===== src/rtl/control_fsm.sv =====
// control_fsm
//   Multicycle sequencer for the RV64I core. Steps the shared datapath
//   through FETCH / DECODE / EXECUTE / MEMORY / WRITEBACK, one instruction
//   at a time, and handshakes with the unified memory port.
//
// Ports
//   i_clk            clock, rising edge
//   i_arstn          asynchronous active-low reset
//   i_op[6:0]        opcode from the instruction register
//   i_mem_ready      memory port completed the current request
//   o_mem_req        memory request, held until i_mem_ready
//   o_mem_we         memory write (valid with o_mem_req)
//   o_addr_src       memory address: 0 = PC, 1 = ALU result register
//   o_instr_we       load IR and old-PC register
//   o_pc_update      unconditional PC write
//   o_branch         conditional PC write (qualified by zero flag outside)
//   o_reg_we         register file write
//   o_alu_src_a[1:0] 00 PC, 01 old PC, 10 rs1, 11 zero
//   o_alu_src_b[1:0] 00 rs2, 01 immediate, 10 constant 4
//   o_alu_op[1:0]    00 add, 01 sub, 10 funct, 11 funct word
//   o_result_src[1:0] 00 ALU result reg, 01 memory data, 10 ALU output
//   o_illegal_instr  one-cycle pulse on an unsupported opcode (DECODE)
//   o_state[3:0]     current state, for debug
module control_fsm (
    input  logic       i_clk,
    input  logic       i_arstn,
    input  logic [6:0] i_op,
    input  logic       i_mem_ready,
    output logic       o_mem_req,
    output logic       o_mem_we,
    output logic       o_addr_src,
    output logic       o_instr_we,
    output logic       o_pc_update,
    output logic       o_branch,
    output logic       o_reg_we,
    output logic [1:0] o_alu_src_a,
    output logic [1:0] o_alu_src_b,
    output logic [1:0] o_alu_op,
    output logic [1:0] o_result_src,
    output logic       o_illegal_instr,
    output logic [3:0] o_state
);

    typedef enum logic [3:0] {
        S_IDLE      = 4'd0,
        S_FETCH     = 4'd1,
        S_DECODE    = 4'd2,
        S_MEM_ADDR  = 4'd3,
        S_MEM_READ  = 4'd4,
        S_MEM_WB    = 4'd5,
        S_MEM_WRITE = 4'd6,
        S_EXEC_R    = 4'd7,
        S_EXEC_I    = 4'd8,
        S_LUI       = 4'd9,
        S_ALU_WB    = 4'd10,
        S_BRANCH    = 4'd11,
        S_JAL       = 4'd12,
        S_JALR      = 4'd13
    } state_t;

    typedef struct packed {
        logic       mem_req;
        logic       mem_we;
        logic       addr_src;
        logic       pc_update;
        logic       branch;
        logic       reg_we;
        logic [1:0] alu_src_a;
        logic [1:0] alu_src_b;
        logic [1:0] alu_op;
        logic [1:0] result_src;
    } ctrl_t;

    localparam logic [6:0] OP_LOAD   = 7'b0000011;
    localparam logic [6:0] OP_STORE  = 7'b0100011;
    localparam logic [6:0] OP_R      = 7'b0110011;
    localparam logic [6:0] OP_RW     = 7'b0111011;
    localparam logic [6:0] OP_I      = 7'b0010011;
    localparam logic [6:0] OP_IW     = 7'b0011011;
    localparam logic [6:0] OP_LUI    = 7'b0110111;
    localparam logic [6:0] OP_AUIPC  = 7'b0010111;
    localparam logic [6:0] OP_BRANCH = 7'b1100011;
    localparam logic [6:0] OP_JAL    = 7'b1101111;
    localparam logic [6:0] OP_JALR   = 7'b1100111;

    state_t state_q, state_d;
    ctrl_t  ctrl_q, ctrl_d;
    logic   op_legal;
    logic   fetch_done;

    always_comb begin
        op_legal = 1'b1;
        case (i_op)
            OP_LOAD, OP_STORE, OP_R, OP_RW, OP_I, OP_IW,
            OP_LUI, OP_AUIPC, OP_BRANCH, OP_JAL, OP_JALR: op_legal = 1'b1;
            default:                                      op_legal = 1'b0;
        endcase
    end

    // Next-state logic
    always_comb begin
        state_d = S_IDLE;
        case (state_q)
            S_IDLE:      state_d = S_FETCH;
            S_FETCH:     state_d = i_mem_ready ? S_DECODE : S_FETCH;
            S_DECODE: begin
                case (i_op)
                    OP_LOAD, OP_STORE: state_d = S_MEM_ADDR;
                    OP_R, OP_RW:       state_d = S_EXEC_R;
                    OP_I, OP_IW:       state_d = S_EXEC_I;
                    OP_LUI:            state_d = S_LUI;
                    OP_AUIPC:          state_d = S_ALU_WB;
                    OP_BRANCH:         state_d = S_BRANCH;
                    OP_JAL:            state_d = S_JAL;
                    OP_JALR:           state_d = S_JALR;
                    default:           state_d = S_FETCH;
                endcase
            end
            S_MEM_ADDR:  state_d = (i_op == OP_LOAD) ? S_MEM_READ : S_MEM_WRITE;
            S_MEM_READ:  state_d = i_mem_ready ? S_MEM_WB : S_MEM_READ;
            S_MEM_WB:    state_d = S_FETCH;
            S_MEM_WRITE: state_d = i_mem_ready ? S_FETCH : S_MEM_WRITE;
            S_EXEC_R:    state_d = S_ALU_WB;
            S_EXEC_I:    state_d = S_ALU_WB;
            S_LUI:       state_d = S_ALU_WB;
            S_ALU_WB:    state_d = S_FETCH;
            S_BRANCH:    state_d = S_FETCH;
            S_JAL:       state_d = S_ALU_WB;
            S_JALR:      state_d = S_JAL;
            default:     state_d = S_IDLE;
        endcase
    end

    // Moore outputs are decoded from the next state and registered, so each
    // register holds the decode of the state being entered. i_op is stable
    // from DECODE onward, which covers the EXEC alu_op selection.
    always_comb begin
        ctrl_d = '0;
        case (state_d)
            S_FETCH: begin
                ctrl_d.mem_req = 1'b1;
            end
            S_DECODE: begin
                ctrl_d.alu_src_a = 2'b01;
                ctrl_d.alu_src_b = 2'b01;
            end
            S_MEM_ADDR: begin
                ctrl_d.alu_src_a = 2'b10;
                ctrl_d.alu_src_b = 2'b01;
            end
            S_MEM_READ: begin
                ctrl_d.mem_req  = 1'b1;
                ctrl_d.addr_src = 1'b1;
            end
            S_MEM_WB: begin
                ctrl_d.result_src = 2'b01;
                ctrl_d.reg_we     = 1'b1;
            end
            S_MEM_WRITE: begin
                ctrl_d.mem_req  = 1'b1;
                ctrl_d.mem_we   = 1'b1;
                ctrl_d.addr_src = 1'b1;
            end
            S_EXEC_R: begin
                ctrl_d.alu_src_a = 2'b10;
                ctrl_d.alu_src_b = 2'b00;
                ctrl_d.alu_op    = {1'b1, i_op[3]};
            end
            S_EXEC_I: begin
                ctrl_d.alu_src_a = 2'b10;
                ctrl_d.alu_src_b = 2'b01;
                ctrl_d.alu_op    = {1'b1, i_op[3]};
            end
            S_LUI: begin
                ctrl_d.alu_src_a = 2'b11;
                ctrl_d.alu_src_b = 2'b01;
            end
            S_ALU_WB: begin
                ctrl_d.reg_we = 1'b1;
            end
            S_BRANCH: begin
                ctrl_d.alu_src_a = 2'b10;
                ctrl_d.alu_src_b = 2'b00;
                ctrl_d.alu_op    = 2'b01;
                ctrl_d.branch    = 1'b1;
            end
            S_JAL: begin
                ctrl_d.pc_update = 1'b1;
                ctrl_d.alu_src_a = 2'b01;
                ctrl_d.alu_src_b = 2'b10;
            end
            S_JALR: begin
                ctrl_d.alu_src_a = 2'b10;
                ctrl_d.alu_src_b = 2'b01;
            end
            default: ctrl_d = '0;
        endcase
    end

    always_ff @(posedge i_clk or negedge i_arstn) begin
        if (!i_arstn) begin
            state_q <= S_IDLE;
            ctrl_q  <= '0;
        end else begin
            state_q <= state_d;
            ctrl_q  <= ctrl_d;
        end
    end

    // FETCH completion strobes follow i_mem_ready combinationally so the IR
    // and PC are written in the same cycle the fetch data is returned.
    assign fetch_done = (state_q == S_FETCH) && i_mem_ready;

    assign o_mem_req       = ctrl_q.mem_req;
    assign o_mem_we        = ctrl_q.mem_we;
    assign o_addr_src      = ctrl_q.addr_src;
    assign o_instr_we      = fetch_done;
    assign o_pc_update     = ctrl_q.pc_update | fetch_done;
    assign o_branch        = ctrl_q.branch;
    assign o_reg_we        = ctrl_q.reg_we;
    assign o_alu_src_a     = ctrl_q.alu_src_a;
    assign o_alu_src_b     = fetch_done ? 2'b10 : ctrl_q.alu_src_b;
    assign o_alu_op        = ctrl_q.alu_op;
    assign o_result_src    = fetch_done ? 2'b10 : ctrl_q.result_src;
    assign o_illegal_instr = (state_q == S_DECODE) && !op_legal;
    assign o_state         = state_q;

endmodule

===== config.mk =====
export PLATFORM = sky130hd
export DESIGN_NAME = control_fsm
export DESIGN_NICKNAME = d
export VERILOG_FILES = /design/src/rtl/control_fsm.sv
export SDC_FILE = /design/constraint.sdc
export NUM_CORES = 1
export LEC_CHECK = 0
export ABC_AREA = 1
export CAP_MARGIN = 20
export CORE_MARGIN = 3
export CORE_UTILIZATION = 30
export DETAILED_ROUTE_END_ITERATION = 8
export GPL_TIMING_DRIVEN = 0
export SKIP_LAST_GASP = 1
export SLEW_MARGIN = 20
export SYNTH_ARGS = -nofsm -noshare
export SYNTH_HDL_FRONTEND = slang
export SYNTH_SLANG_ARGS = --single-unit

===== constraint.sdc =====
create_clock -name i_clk -period 4 [get_ports i_clk]
set_input_delay 0.8 -clock i_clk [delete_from_list [all_inputs] [get_ports i_clk]]
set_output_delay 0.8 -clock i_clk [all_outputs]
set_load 0.05 [all_outputs]

# == Yosys cells after proc, flatten, opt, wreduce, memory -nomap -nowiden ==
# Index checks and enable logic that the tools add are counted.
# op_classes
eq_ne,37
muxes,18
n_lt_le_gt_ge,0
bitwise_logic,1
n_shift,0
div,0
mul,0
add_sub_neg,0
n_reduce_logical,16
# op_table
op,count
4-bit case mux with 8 select lines,2
4-bit equality test (second input constant),12
4-bit by 3-bit equality test with 1-bit output (second input constant),8
7-bit by 6-bit equality test with 1-bit output (second input constant),4
7-bit by 5-bit equality test with 1-bit output (second input constant),3
7-bit equality test (second input constant),3
4-bit case mux with 5 select lines,1
4-bit by 2-bit equality test with 1-bit output (second input constant),4
2-bit OR reduction,7
11-bit OR reduction,1
1-bit two-way mux,9
4-bit by 1-bit equality test with 1-bit output (second input constant),2
2-bit two-way mux,4
4-bit OR reduction,2
7-bit by 2-bit equality test with 1-bit output (second input constant),1
3-bit OR reduction,2
4-bit zero test,1
2-bit case mux with 2 select lines,1
3-bit two-way mux,1
1-bit logical AND,2
1-bit zero test,1
1-bit bitwise OR,1
# totals
input_bits,10
wordCells,83
memories,0
reg_bits,18
latchBits,0
ram_bits,0
mem_bits_ro,0
output_inout_bits,20

# == Logic depth before layout (Yosys ltp) ==
# depth
ltp_word,7
mapped_depth,14
depth_no_buf,14

# == Worst setup path after synthesis ==
# Ideal clock, no wire load.
# synth_timing
kind,input to output
from,input port i_op[0]
to,output port o_illegal_instr
path_stages,7
setup_slack_ps,875
t_arrival_ps,2325
n_path_buf,0
required_ps,3200
path_cell_list,nand2_1 > inv_2 > nand2_1 > nor2_1 > nor2_1 > nand2_1 > nor3_1
# synth_between
elab_chain_len,5
elab_cells_between_ends,15
cone_classes,11 x eq/ne; 1 x mux; 3 x reduce/logical
# synth_rtl
element,line,rtl
start: declaration,27,"input logic [6:0] i_op,"
7-bit by 2-bit equality test with 1-bit output (tied with other cells),93,case (i_op)
11-bit OR reduction (*),93,
1-bit two-way mux (*),93,
1-bit zero test (*),225,assign o_illegal_instr = (state_q == S_DECODE) && !op_legal;
1-bit logical AND (*),225,
end: declaration,40,"output logic o_illegal_instr,"
# Every way passes the cells marked *; elsewhere a longest branch is shown, timed or not.

# == Final worst setup path ==
# layout_timing
from,input port i_op[2]
to,output port o_illegal_instr
# Same word-level chain as after synthesis.

==> results.cfg <==
[timing]
min_period_over_period = 0.927
relSlewSlack = 0.516
max_freq_ghz = 0.270
worst_pin_slew_ns = 0.724
fin_tns_setup_ns = 0
fin_worst_skew_ns = 0.00146
setup_viol = 0
maxSlewViolCount = 0
rsz0062_at_grt = no
setup_slack_ns = 0.292
hold_viol = 0
period_needed_ns = 3.71

[grt]
top_usage_layer = met2
grt_use_met2 = 0.188
grt_first_pass_wirelength_um = 3930
grt_util_met3 = 0.0152
gr-total-overflow = 0
use_met1 = 0.144
track_usage = 0.111
grt_pass1_vias = 917
grt_max_degree = 18
antenna_found_initial = 0

[die]
num_io_pins = 30
die_x_um = 67.1
die_h_um = 67.1
core_um2 = 3470
rows = 21
die_area_um2 = 4500
start_util = 0.323

[finish]
area_growth_pct = 35.2
nNetsFinal = 209
seqCellArea_um2 = 425
drive_above_1_share = 0.192
fin_util = 0.437
fillCellCount = 363
multi_input_area_um2 = 559
antenna_cells = 0
final_common_cell = nand2_1
mostFrequentLayoutCells = nand2_1 (39), nor2_1 (30), clkdlybuf4s50_1 (29), nand3_1 (18), dfrtp_1 (17)

[clock_network]
insertion_delay_ns = 0.25
clock-root-buffer = clkbuf_8
cts_sinks = 17
cts_resized = 0
numCtsBuffers = 3
clock_path_buffers = 2
post_cts_buffers = 0
clkSlewWorstSetupHoldPaths_ns = 0.07
ctsHoldBuffers = 0
tritoncts = built
cts.htree.levels = 1

[critical_path]
path_cells = clkdlybuf4s50_1, nor2_1, nand2_1, nor2_1, nor2_1, nand2_1, nor3_1, clkdlybuf4s50_1
required_ns = 3.20
cp_common_cell = nor2_1
cpPeakStageDelay_ns = 0.85
critPathKind = in -> out
setup.worst_path.start_class = primary input
crit_fanout = 5
r2r_start = o_state[0]
slowest_stage = clkdlybuf4s50_1
end_kind = output port
cp.arrival_ns = 2.91
startpoint = i_op[2]
rrSetupSlack_ns = 2.27

[synth]
netlist.top_cell.by_area = dfrtp_1
synth.cell_area_um2 = 1120
ys_ff_latch = 17
yosysWarnings = 0
yosysTopAreaCellShare = 0.380
synthCells = 165
yosys.cell_types.count = 24
synth.area.top_cells = dfrtp_1 (38%), nand2_1 (13%), nor2_1 (10%)
syn_avg_cell_area_um2 = 6.79
synth_nets = 175
ys_seq_area_frac = 0.380

[pwr]
p_total_w = 0.00127
power.density_nw_per_um2 = 836
irDropWorstVdd_v = 0.000179
cellLeakagePower_nw = 0.807

[worst_hold_path]
hold_class = reg -> reg
hp-start = o_state[1]

[routing]
drtAntennaViolNets = 0
num_vias = 1070
routed_via_density = 4.39
drt_iter0_drc = 37
drt_pass1_iterations = 4
drc = 0
wl_per_cell_um = 9.84
wl_um = 2400

[status]
status = completed

[placed_design]
finalWeightedCongestion = 0.839
io_buffers = 29
place_ws_ns = 0.306
hpwl_um = 1950

[flow_run]
max_cap_violations = 0
[power breakdown]
group	total (W)	internal [W]	switching [W]
clock network	0.000126	0.0000690	0.0000574
registers	0.000274	0.000231	0.0000433
logic	0.000864	0.000283	0.000581
total	0.00127	0.000584	0.000681
[critical path, delay by kind of cell]
kind / cells / cell delay [ns]
buffers and inverters: 2 / 1.40
and+or+nand+nor: 6 / 0.71
[synthesized netlist by cell type]
master    instances
inv_2             9
nand3_1          18
clkinv_1          1
nor3_2            1
nor3_1            1
o22ai_1           1
a21oi_1           2
nor2_2            5
nand3_2           3
a21oi_2           1
nor2_1           30
nand2_2           6
nand4_1           1
o21bai_2          1
buf_4             5
or2_2             2
nand2_1          39
o211ai_1          1
nand2_4           1
dfrtp_1          17
o21ai_0           1
nand3b_1          1
inv_1            16
o21ai_1           2
[through the flow]
| stage | std cells | hold WS, ns | cell area, um^2 |
|---|---|---|---|
| floorplan | 165 | 0.504 | 1120 |
| global placement | 240 | 0.715 | 1470 |
| detailed placement | 240 | 0.711 | 1470 |
| CTS | 244 | 0.724 | 1510 |
| global route | 244 | 0.827 | 1510 |
| finish | 244 | 0.739 | 1510 |
[metal layers]
metal,vias up,part of all wire
met1,459,0.47
met2,39,0.46
li1,570,-
met3,2,0.067
met5,-,0
met4,0,0.0075
[path summary, 6_finish.rpt]
kind                                   endpoint  cells after the start
min in group asynchronous             ctrl_q[0]                      1
worst max-delay path            o_illegal_instr                      8
worst min-delay path                  ctrl_q[0]                      3
worst min register to register        ctrl_q[0]                      3
max in group asynchronous           o_alu_op[0]                      1
worst max register to register        ctrl_q[4]                      8
[final cells by class]
| cell class | instances | area share |
|---|---|---|
| Clock inverter | 1 | 0.00331 |
| Tap cell | 46 | 0.0380 |
| Inverter | 26 | 0.0645 |
| Timing Repair Buffer | 29 | 0.192 |
| Multi-Input combinational cell | 117 | 0.369 |
| Clock buffer | 3 | 0.0273 |
| Sequential cell | 17 | 0.281 |
| Buffer | 5 | 0.0248 |
[registers in the layout, summed over array words and instances (netlist names)]
name,count
o_alu_src_a,2
o_reg_we,1
o_mem_req,1
o_branch,1
o_state,4
o_addr_src,1
ctrl_q,4
o_mem_we,1
o_alu_op,2
[kinds of logic (layout without fill, tap and decap cells)]
family	after synthesis	in the layout	share of synthesized area
AOI/OAI and AO/OA	9	9	0.0525
buffers and inverters	31	64	0.121
DFF	17	17	0.380
and+or+nand+nor	108	108	0.447
Power figures use the tool's default switching activity.
==> RTL change, RTL diff (same flow settings) <==
Make the reset (`i_arstn`) synchronous in one clocked block. Comments in the files are not updated.
--- a/src/rtl/control_fsm.sv
+++ b/src/rtl/control_fsm.sv
@@ -198,5 +198,5 @@
     end
 
-    always_ff @(posedge i_clk or negedge i_arstn) begin
+    always_ff @(posedge i_clk) begin
         if (!i_arstn) begin
             state_q <= S_IDLE;
Formal check against the unedited RTL: differs if i_arstn is asserted again (counterexample within 4 cycles, from zero or initial values and one cycle with i_arstn low); with i_arstn held inactive, the same outputs for 10 cycles.
==> RTL change against the original RTL <==
- maximum frequency increased by 1.5%
- cell area fell by 5.9%
- synthesized area is 6.1% lower
- setup slack gained 0.056 ns
- wire length fell by 1.8%
- sequential cell count unchanged
- via count is 2.3% lower
- synthesized cell count shrank 1.8%
- clock skew is 0.0040 ns higher
Power is not compared: it rests on default switching activity, and its combinational part moved more than twofold at a synthesized area within 25%.
==> RTL change: results <==
export IMPL_ir_drop_mv=0.2040
export IMPL_swShare_pct=42.89
export IMPL_ys_seq_area_share_pct=32.38
export IMPL_yosys_top_cells_area="dfxtp_1 32%, nand2_1 12%, nor2_1 9.3%"
export IMPL_nets=206
export IMPL_drtPass1Iterations=4
export IMPL_status="complete, no violations"
export IMPL_crit_path_top_delay_cell="clkdlybuf4s50_1"
export IMPL_post_dp_cell_area_um2=1396
export IMPL_port_buffers=29
export IMPL_yosys_top_cells_count="34 x nand2_1, 26 x nor2_1, 17 x dfxtp_1"
export IMPL_synth_async_reset_ratio_pct=0
export IMPL_clkTransAtPathRegs_ns=0.09
export IMPL_synth_nets=172
export IMPL_p_leak_nw=0.6788
export IMPL_dp_worst_setup_slack_ns=0.3473
export IMPL_place_gp_congestion=0.8207
export IMPL_grt_pass1_wl_um=4174
export IMPL_worst_hold_path_type="flop to flop"
export IMPL_met3_length_um=106
export IMPL_slew_headroom_pct=66.36
export IMPL_wl_met2_um=1046
export IMPL_ys_flop_type="dfxtp_1"
export IMPL_wl_met1_um=1178
export IMPL_post_cts_resized=0
export IMPL_fill_cells=365
export IMPL_highest_layer="met4"
export IMPL_yosysUniqueCellTypes=24
export IMPL_cp_max_fo=3
export IMPL_arrival_ns=2.85
export IMPL_gr_usage_all_layers_pct=12.33
export IMPL_clockBufferDepth=2
export IMPL_grt_start_max_net_pins=11
export IMPL_layout_drive_gt1_share_pct=21.03
export IMPL_n_antenna_cell=0
export IMPL_drt_iter0_markers=38
export IMPL_via_per_inst=4.372
export IMPL_clk_latency_ns=0.29
export IMPL_ctsRootBufferMaster="clkbuf_4"
export IMPL_hpwl_um=1912
export IMPL_clock_skew_ns=0.005499
export IMPL_grt_pass1_vias=1012
export IMPL_numCtsBuffers=3
export IMPL_worst_path_largest_cell_delay_ns=0.84
export IMPL_htree_levels=1
export IMPL_antenna_found_initial=0
export IMPL_ys_warnings_count=0
export IMPL_wl_per_cell_um=9.862
export IMPL_cts_setup_buffers=0
RTL change: changes by cell type in the layout (fill, tap and decap cells not counted), sizes merged, moves of 4 or more:
cell   before  now
dfxtp       0   17
a21oi       3    8
nand2      46   41
nand3      21   15
nor3        2    6
dfrtp      17    0
nor2       35   31
RTL change: path summary, 6_finish.rpt:
| check | from | slack [ns] | end | depth (start not counted) |
|---|---|---|---|---|
| worst min register to register | o_state[1]$_SDFF_PN0_ | 0.69 | ctrl_q[0]$_SDFF_PN0_ | 3 |
| worst max register to register | o_state[2]$_SDFF_PN0_ | 2.29 | o_alu_src_a[1]$_SDFF_PN0_ | 12 |
| worst max-delay path | i_op[2] | 0.35 | o_illegal_instr | 10 |
| worst min-delay path | o_state[1]$_SDFF_PN0_ | 0.69 | ctrl_q[0]$_SDFF_PN0_ | 3 |
RTL change: kinds of logic (layout without fill, tap and decap cells):
group | after synthesis | count (layout) | share of synthesized area [%]
buffers and inverters | 30 | 63 | 12.50
flip-flops | 17 | 17 | 32.38
AO/OA/AOI/OAI | 17 | 17 | 10.60
AND/OR/NAND/NOR | 98 | 98 | 44.52
RTL change: final cells by class:
class / count / area, um2 / share of cell area, %
clock buffer: 3 / 22.52 / 1.582
buffer: 6 / 41.29 / 2.900
inverter: 24 / 90.09 / 6.327
tap: 44 / 55.05 / 3.866
timing repair buffer: 29 / 290.3 / 20.39
multi-input combinational: 115 / 579.3 / 40.69
clock inverter: 1 / 5.005 / 0.3515
sequential: 17 / 340.3 / 23.90
RTL change: per-stage QoR:
step                util, %  total power [mW]  cells
CTS                   44.45            0.5434    239
global placement      43.59            0.4506    235
global route          44.45            0.5753    239
finish                44.45            0.5376    239
floorplan                 -            0.3796    162
detailed placement    43.59            0.4516    235
RTL change: worst max-delay path: cells and delay by family:
kind / cells / cell delay, ns
buffers and inverters: 4 / 1.48
and+or+nand+nor: 6 / 0.57
RTL change: per-layer routing:
layer  track usage (%)  vias to the layer above
li1                  -                      571
met1             15.81                      452
met2             19.34                       20
met3             3.419                        2
met4             5.181                        0
met5                 0                        -
RTL change: power by group through the flow:
stage	sequential (mW)	combinational [mW]	clock (mW)
3_5_place_dp	0.199	0.253	0
2_1_floorplan	0.227	0.153	0
6_report	0.195	0.253	0.0897
5_1_grt	0.198	0.275	0.103
3_3_place_gp	0.198	0.252	0
4_1_cts	0.195	0.254	0.0940
